### config.mk
export PLATFORM = sky130hd
export DESIGN_NAME = lcd_sequencer
export DESIGN_NICKNAME = d
export VERILOG_FILES = /design/src/rtl/lcd_pkg.sv /design/src/rtl/bin2ascii99.sv /design/src/rtl/lcd_sequencer.sv
export SDC_FILE = /design/constraint.sdc
export NUM_CORES = 1
export LEC_CHECK = 0
export ABC_AREA = 0
export BUFFER_PORTS_ARGS = -buffer_cell sky130_fd_sc_hd__buf_2
export CAP_MARGIN = 20
export CORE_AREA = 5 5 111 103
export DETAILED_ROUTE_END_ITERATION = 6
export DIE_AREA = 0 0 116 108
export PLACE_DENSITY = 0.75
export SYNTH_ARGS = -nofsm -noshare
export SYNTH_HDL_FRONTEND = slang
export SYNTH_SLANG_ARGS = --single-unit
### constraint.sdc
create_clock -name clk -period 5.15 [get_ports clk]
set_input_delay 1.03 -clock clk [delete_from_list [all_inputs] [get_ports clk]]
set_output_delay 1.03 -clock clk [all_outputs]
set_load 0.02 [all_outputs]
### src/rtl/lcd_pkg.sv
// rtl/lcd_pkg.sv - shared constants, state enum and word builder for the LCD sequencer
package lcd_pkg;

    // HD44780 command bytes
    localparam logic [7:0] LCD_FUNC_8BIT = 8'h38;
    localparam logic [7:0] LCD_DISP_ON   = 8'h0C;
    localparam logic [7:0] LCD_CLEAR     = 8'h01;
    localparam logic [7:0] LCD_ENTRY_INC = 8'h06;
    localparam logic [7:0] LCD_LINE1     = 8'h80;

    localparam int LCD_RS_BIT = 8;

    localparam logic [3:0] INIT_WORDS  = 4'd6;
    localparam logic [3:0] WRITE_WORDS = 4'd13;

    typedef enum logic [1:0] {
        ST_PWRUP,
        ST_INIT,
        ST_IDLE,
        ST_WRITE
    } lcd_state_t;

    // rs at bit 8, byte in 7:0, everything above zero
    function automatic logic [31:0] make_word(input logic rs, input logic [7:0] b);
        logic [31:0] w;
        w             = '0;
        w[LCD_RS_BIT] = rs;
        w[7:0]        = b;
        return w;
    endfunction

endpackage

### src/rtl/bin2ascii99.sv
// rtl/bin2ascii99.sv - 7-bit binary to two ASCII decimal digits, saturating at 99
//   i_bin   : binary score
//   o_tens  : ASCII tens digit
//   o_units : ASCII units digit
module bin2ascii99 (
    input  logic [6:0] i_bin,
    output logic [7:0] o_tens,
    output logic [7:0] o_units
);

    logic [6:0] w_sat;
    logic [6:0] w_tens;
    logic [6:0] w_units;

    assign w_sat   = (i_bin > 7'd99) ? 7'd99 : i_bin;
    assign w_tens  = w_sat / 7'd10;
    assign w_units = w_sat % 7'd10;
    assign o_tens  = 8'h30 + {1'b0, w_tens};
    assign o_units = 8'h30 + {1'b0, w_units};

endmodule

### src/rtl/lcd_sequencer.sv
// rtl/lcd_sequencer.sv - HD44780 init and score-line sequencer feeding the lcd pin stage
//   clk, rst            : clock, synchronous active-high reset
//   score_p1, score_p2  : binary scores
//   score_valid         : one-cycle redraw request
//   ready               : idle with nothing pending
//   dado, clk_en        : paced output word and its one-cycle strobe
module lcd_sequencer
    import lcd_pkg::*;
#(
    parameter int unsigned POWERUP_CYCLES = 750_000,
    parameter int unsigned CMD_CYCLES     = 2_500,
    parameter int unsigned CLEAR_CYCLES   = 100_000
) (
    input  logic        clk,
    input  logic        rst,
    input  logic [6:0]  score_p1,
    input  logic [6:0]  score_p2,
    input  logic        score_valid,
    output logic        ready,
    output logic [31:0] dado,
    output logic        clk_en
);

    localparam logic [31:0] GAP_PWRUP = 32'(POWERUP_CYCLES);
    localparam logic [31:0] GAP_CMD   = 32'(CMD_CYCLES);
    localparam logic [31:0] GAP_CLEAR = 32'(CLEAR_CYCLES);

    lcd_state_t  r_state, w_state_nxt;
    logic [31:0] r_gap, w_gap_nxt;
    logic [3:0]  r_idx, w_idx_nxt;
    logic        r_pending, w_pending_nxt;
    logic        r_ready;
    logic [31:0] r_dado;
    logic        r_clk_en;
    logic [7:0]  r_t1, r_u1, r_t2, r_u2;

    logic [7:0]  w_t1, w_u1, w_t2, w_u2;
    logic        w_emit;
    logic        w_snap;
    logic [31:0] w_word;
    logic [31:0] w_init_word;
    logic [31:0] w_write_word;
    logic [31:0] w_init_gap;

    bin2ascii99 u_p1 (.i_bin(score_p1), .o_tens(w_t1), .o_units(w_u1));
    bin2ascii99 u_p2 (.i_bin(score_p2), .o_tens(w_t2), .o_units(w_u2));

    always_comb begin
        w_init_word = make_word(1'b0, LCD_FUNC_8BIT);
        case (r_idx)
            4'd0, 4'd1, 4'd2: w_init_word = make_word(1'b0, LCD_FUNC_8BIT);
            4'd3:             w_init_word = make_word(1'b0, LCD_DISP_ON);
            4'd4:             w_init_word = make_word(1'b0, LCD_CLEAR);
            4'd5:             w_init_word = make_word(1'b0, LCD_ENTRY_INC);
            default:          w_init_word = make_word(1'b0, LCD_FUNC_8BIT);
        endcase
    end

    // Clear is the only slow command
    assign w_init_gap = (r_idx == 4'd4) ? GAP_CLEAR : GAP_CMD;

    // "P1:tu  P2:tu" from the snapshot taken on WRITE entry
    always_comb begin
        w_write_word = make_word(1'b0, LCD_LINE1);
        case (r_idx)
            4'd0:    w_write_word = make_word(1'b0, LCD_LINE1);
            4'd1:    w_write_word = make_word(1'b1, 8'h50);
            4'd2:    w_write_word = make_word(1'b1, 8'h31);
            4'd3:    w_write_word = make_word(1'b1, 8'h3A);
            4'd4:    w_write_word = make_word(1'b1, r_t1);
            4'd5:    w_write_word = make_word(1'b1, r_u1);
            4'd6:    w_write_word = make_word(1'b1, 8'h20);
            4'd7:    w_write_word = make_word(1'b1, 8'h20);
            4'd8:    w_write_word = make_word(1'b1, 8'h50);
            4'd9:    w_write_word = make_word(1'b1, 8'h32);
            4'd10:   w_write_word = make_word(1'b1, 8'h3A);
            4'd11:   w_write_word = make_word(1'b1, r_t2);
            4'd12:   w_write_word = make_word(1'b1, r_u2);
            default: w_write_word = make_word(1'b0, LCD_LINE1);
        endcase
    end

    always_comb begin
        w_state_nxt = r_state;
        w_gap_nxt   = r_gap;
        w_idx_nxt   = r_idx;
        w_emit      = 1'b0;
        w_snap      = 1'b0;
        w_word      = w_init_word;
        case (r_state)
            // The power-up wait expiring emits init word 0 directly, so the
            // first command lands POWERUP_CYCLES+1 cycles after reset release.
            ST_PWRUP: begin
                if (r_gap != 32'd0) begin
                    w_gap_nxt = r_gap - 32'd1;
                end else begin
                    w_emit      = 1'b1;
                    w_gap_nxt   = w_init_gap;
                    w_idx_nxt   = r_idx + 4'd1;
                    w_state_nxt = ST_INIT;
                end
            end
            ST_INIT: begin
                if (r_gap != 32'd0) begin
                    w_gap_nxt = r_gap - 32'd1;
                end else if (r_idx == INIT_WORDS) begin
                    w_state_nxt = ST_IDLE;
                end else begin
                    w_emit    = 1'b1;
                    w_gap_nxt = w_init_gap;
                    w_idx_nxt = r_idx + 4'd1;
                end
            end
            ST_IDLE: begin
                if (r_pending) begin
                    w_snap      = 1'b1;
                    w_idx_nxt   = 4'd0;
                    w_state_nxt = ST_WRITE;
                end
            end
            ST_WRITE: begin
                w_word = w_write_word;
                if (r_gap != 32'd0) begin
                    w_gap_nxt = r_gap - 32'd1;
                end else if (r_idx == WRITE_WORDS) begin
                    w_state_nxt = ST_IDLE;
                end else begin
                    w_emit    = 1'b1;
                    w_gap_nxt = GAP_CMD;
                    w_idx_nxt = r_idx + 4'd1;
                end
            end
            default: w_state_nxt = ST_PWRUP;
        endcase
        // A request landing on the snapshot cycle re-arms for one more redraw
        w_pending_nxt = score_valid | (r_pending & ~w_snap);
    end

    always_ff @(posedge clk) begin
        if (rst) begin
            r_state   <= ST_PWRUP;
            r_gap     <= GAP_PWRUP;
            r_idx     <= 4'd0;
            r_pending <= 1'b0;
            r_ready   <= 1'b0;
            r_dado    <= 32'd0;
            r_clk_en  <= 1'b0;
            r_t1      <= 8'd0;
            r_u1      <= 8'd0;
            r_t2      <= 8'd0;
            r_u2      <= 8'd0;
        end else begin
            r_state   <= w_state_nxt;
            r_gap     <= w_gap_nxt;
            r_idx     <= w_idx_nxt;
            r_pending <= w_pending_nxt;
            r_ready   <= (w_state_nxt == ST_IDLE) && !w_pending_nxt;
            r_clk_en  <= w_emit;
            if (w_emit) begin
                r_dado <= w_word;
            end
            if (w_snap) begin
                r_t1 <= w_t1;
                r_u1 <= w_u1;
                r_t2 <= w_t2;
                r_u2 <= w_u2;
            end
        end
    end

    assign ready  = r_ready;
    assign dado   = r_dado;
    assign clk_en = r_clk_en;

endmodule

==> results.tsv <==
stage	metric	value	unit
sta	Final Hold Viols	0	
logic_synthesis	Synth Area in Compound Gates	23.5	%
routing	DRC Markers	0	
routing	Met1 Wirelength	6020	µm
final_layout	post-route design area	5740	µm²
sta	Tmin final	4.80	ns
logic_synthesis	Yosys reg bits	75	
final_layout	ant diodes	0	
floorplanning	Ports	51	
sta	Clock Skew	0.00677	ns
final_layout	share of layout cells above drive strength 1	12.1	%
routing	First DRT Iteration DRCs	381	
grt	Congestion Overflow GR	0	
clocking	CTS Root Cell	clkbuf_16	
logic_synthesis	Syn Area/Cell	7.62	µm²
grt	first-pass GRT wire length	20900	µm
run_status	status	finished clean	
clocking	Clk Latency, worst-skew pair	0.33	ns
grt	largest net degree at the start of global routing	40	
clocking	CTS H-tree depth	3	
sta	final period utilization	93.2	%
placement	DP Wirelength	9080	µm
floorplanning	initial core utilization	52.7	%
routing	vias per std cell	5.88	
placement	pre-CTS setup slack	-0.146	ns
clocking	clock tree buffer depth	2	
logic_synthesis	Yosys top cell area share	28.3	%
setup_path	CP Data Required Time	5.41	ns
logic_synthesis	Distinct cells, synth	83	
routing	top layer in use	met4	
final_layout	# nets final	735	
routing	Pre-antenna DRT Iters	6	
setup_path	CP arrival	5.06	ns
floorplanning	Die Ht	108	µm
routing	metal2 WL	5750	µm
grt	antenna violations before repair	0	
logic_synthesis	Synth Area in Adders	3.53	%
setup_path	CP Cell Sequence	buf_2 > nand2_1 > and2_1 > ha_1 > o21a_1 > o21ai_2 > ha_2 > nor2_1 > a221o_1 > a32oi_1 > or2_1 > inv_1 > ha_1 > nor3_2 > o21ai_0 > xnor2_1 > nand2_1 > ha_1 > nor3_1 > o21ai_0 > o211ai_1	
logic_synthesis	mux share of post-synthesis cell area	2.73	%
logic_synthesis	Async S/R FF share, synth	0	%
sta	fin. max-slew vios	0	
placement	Buffers on Ports	27	
final_layout	Post-Layout Cell Count	837	
clocking	post-CTS setup buffers	0	
setup_path	Worst setup EP type	flop	
clocking	number of CTS-inserted buffers	9	
setup_path	CP delay by family, top	compound AO/OA/AOI/OAI gates	
setup_path	CP Launch Type	primary input	
clocking	Clock Sinks	75	
floorplanning	site row count	35	
logic_synthesis	cell count after synthesis	697	
pwr	PD cells	266	nW/µm²
sta	Fin Setup TNS	0	ns
logic_synthesis	EDFF count, synth	0	
sta	Rel. slew slack	40.6	%
logic_synthesis	Post-synth top flop	dfxtp_1	
setup_path	most used cell, CP	ha_1	
floorplanning	core area	10100	µm²
final_layout	# fillers	915	
sta	fmax	208	MHz
routing	wire per inst	15.1	µm
sta	Tightest Pin Transition	0.892	ns
logic_synthesis	simple-gate share of the synthesized area	28.7	%
logic_synthesis	Ys Warns	0	
sta	post-route setup slack	0.349	ns
clocking	clock transition at the registers of the reported paths	0.06	ns
clocking	CTS tree	built	
setup_path	CP Buf/Inv Count	2	
routing	met3 wire length	647	µm
setup_path	kind of critical path	primary input to flop	
logic_synthesis	dominant combinational cell family by area after synthesis	simple AND/OR/NAND/NOR gates	
final_layout	most frequent cells in the layout	nor2_1 (91), dfxtp_1 (75), nand2_1 (53)	
logic_synthesis	top post-synthesis cells by area	dfxtp_1 (28%), nor2_1 (6.5%), nand2_1 (3.7%)	
pwr	worst ir drop on vdd	0.204	mV
logic_synthesis	area leader, netlist	dfxtp_1	
logic_synthesis	post-synthesis sequential area ratio	28.3	%
setup_path	Slowest cell on crit path	a221o_1	
sta	Fin Hold WS	0.451	ns
final_layout	commonest non-fill, non-tap cell in the layout	nor2_1	
final_layout	Syn-to-layout area delta	8.06	%
logic_synthesis	xor/xnor cell area share of the yosys netlist	4.45	%
placement	cell area after placement	5430	µm²
routing	total wire length	12600	µm
floorplanning	Die W	116	µm
min_path	Hold Path Class	flop to flop	
setup_path	max incr delay on CP	0.41	ns
job	Max Cap Violations	0	
routing	antenna viol nets, final	0	
grt	total track usage	20.2	%
floorplanning	Die ar.	12500	µm²
grt	vias in the first global route	4374	
sta	RSZ-0062 raised after global routing	no	
placement	placed cell count	821	
setup_path	worst-path maximum fanout	14	
routing	via count	4924	
pwr	Leak Pwr	2.18	nW
sta	setup violators final	0	
placement	RePlAce Congestion	0.909	
logic_synthesis	mapped cell area	5310	µm²
==> layout make-up <==
class / count / area, µm² / share of cell area, %
Clock buffer: 12 / 246 / 4.29
Clock inverter: 4 / 50.0 / 0.872
Inverter: 23 / 86.3 / 1.50
Multi-Input combinational cell: 553 / 3450 / 60.2
Sequential cell: 75 / 1500 / 26.2
Timing Repair Buffer: 41 / 240 / 4.19
Tap cell: 129 / 161 / 2.81
==> final timing paths <==
| path | start | end | slack (ns) | cells past startpoint |
|---|---|---|---|---|
| setup / recovery | score_p1[6] | r_u1[6] | 0.35 | 21 |
| hold / removal | dado[3] | dado[3] | 0.45 | 2 |
| setup reg to reg | r_gap[24] | r_gap[1] | 1.46 | 7 |
| hold reg to reg | dado[3] | dado[3] | 0.45 | 2 |
==> worst reg2reg max path: cells and delay by family (launching register included) <==
family          cells  cell delay, ns
flops               1            0.34
simple gates        6            3.09
compound gates      1            0.11
==> cell usage after synthesis (4+ instances only) <==
cell	count
a211o_1	6
a211oi_1	16
a21o_1	6
a21oi_1	33
a311oi_1	9
a31oi_1	5
and2_1	11
and3_1	4
buf_2	4
buf_4	25
clkbuf_1	33
dfxtp_1	75
ha_1	15
inv_1	22
mux2_2	4
mux2i_1	10
nand2_1	53
nand2b_1	12
nand3_1	21
nand3b_1	13
nand4_1	5
nor2_1	92
nor2b_1	6
nor3_1	24
nor3b_1	7
o211a_1	5
o211ai_1	13
o21a_1	5
o21ai_0	35
o21ai_1	4
or2_2	6
or3_1	10
or4_1	5
xnor2_1	10
xor2_1	17
==> metal layers <==
metal | track usage [%] | vias to the layer above
met5 | 0 | -
met4 | 6.30 | 0
met3 | 3.69 | 17
met2 | 31.8 | 156
met1 | 28.0 | 2278
li1 | - | 2473
==> where the power goes <==
part	internal [W]	switching (W)
clock network	0.000388	0.000237
registers	0.000588	0.00000780
logic	0.000122	0.000188
==> registers in the layout, summed over array words and instances (netlist names) <==
name / cells
r_state: 2
r_u1: 8
r_pending: 1
r_u2: 8
ready: 1
r_gap: 32
r_idx: 4
clk_en: 1
dado: 9
r_t1: 5
r_t2: 4
==> logic make-up (layout without fill, tap and decap cells) <==
| family | Yosys count | in the layout |
|---|---|---|
| AOI/OAI and AO/OA | 180 | 180 |
| and+or+nand+nor | 294 | 294 |
| buffers and inverters | 91 | 80 |
| xor gates and xnor gates | 27 | 27 |
| DFF | 75 | 75 |
| muxes | 14 | 14 |
| other | 1 | 23 |
| adders and majority gates | 15 | 15 |
==> stage by stage <==
step | util [%] | power, W
finish | 57.0 | 0.00153
global route | 57.0 | 0.00160
CTS | 56.9 | 0.00153
detailed placement | 53.9 | 0.000910
global placement | 53.9 | 0.000904
floorplan | - | 0.000852
==> what timing repair did <==
item | CTS | global route
resized for setup | 0 | 3
endpoints found under the setup margin | 0 | 2
hold buffers | 0 | 0
No activity file was read; power rests on OpenSTA's default activity.
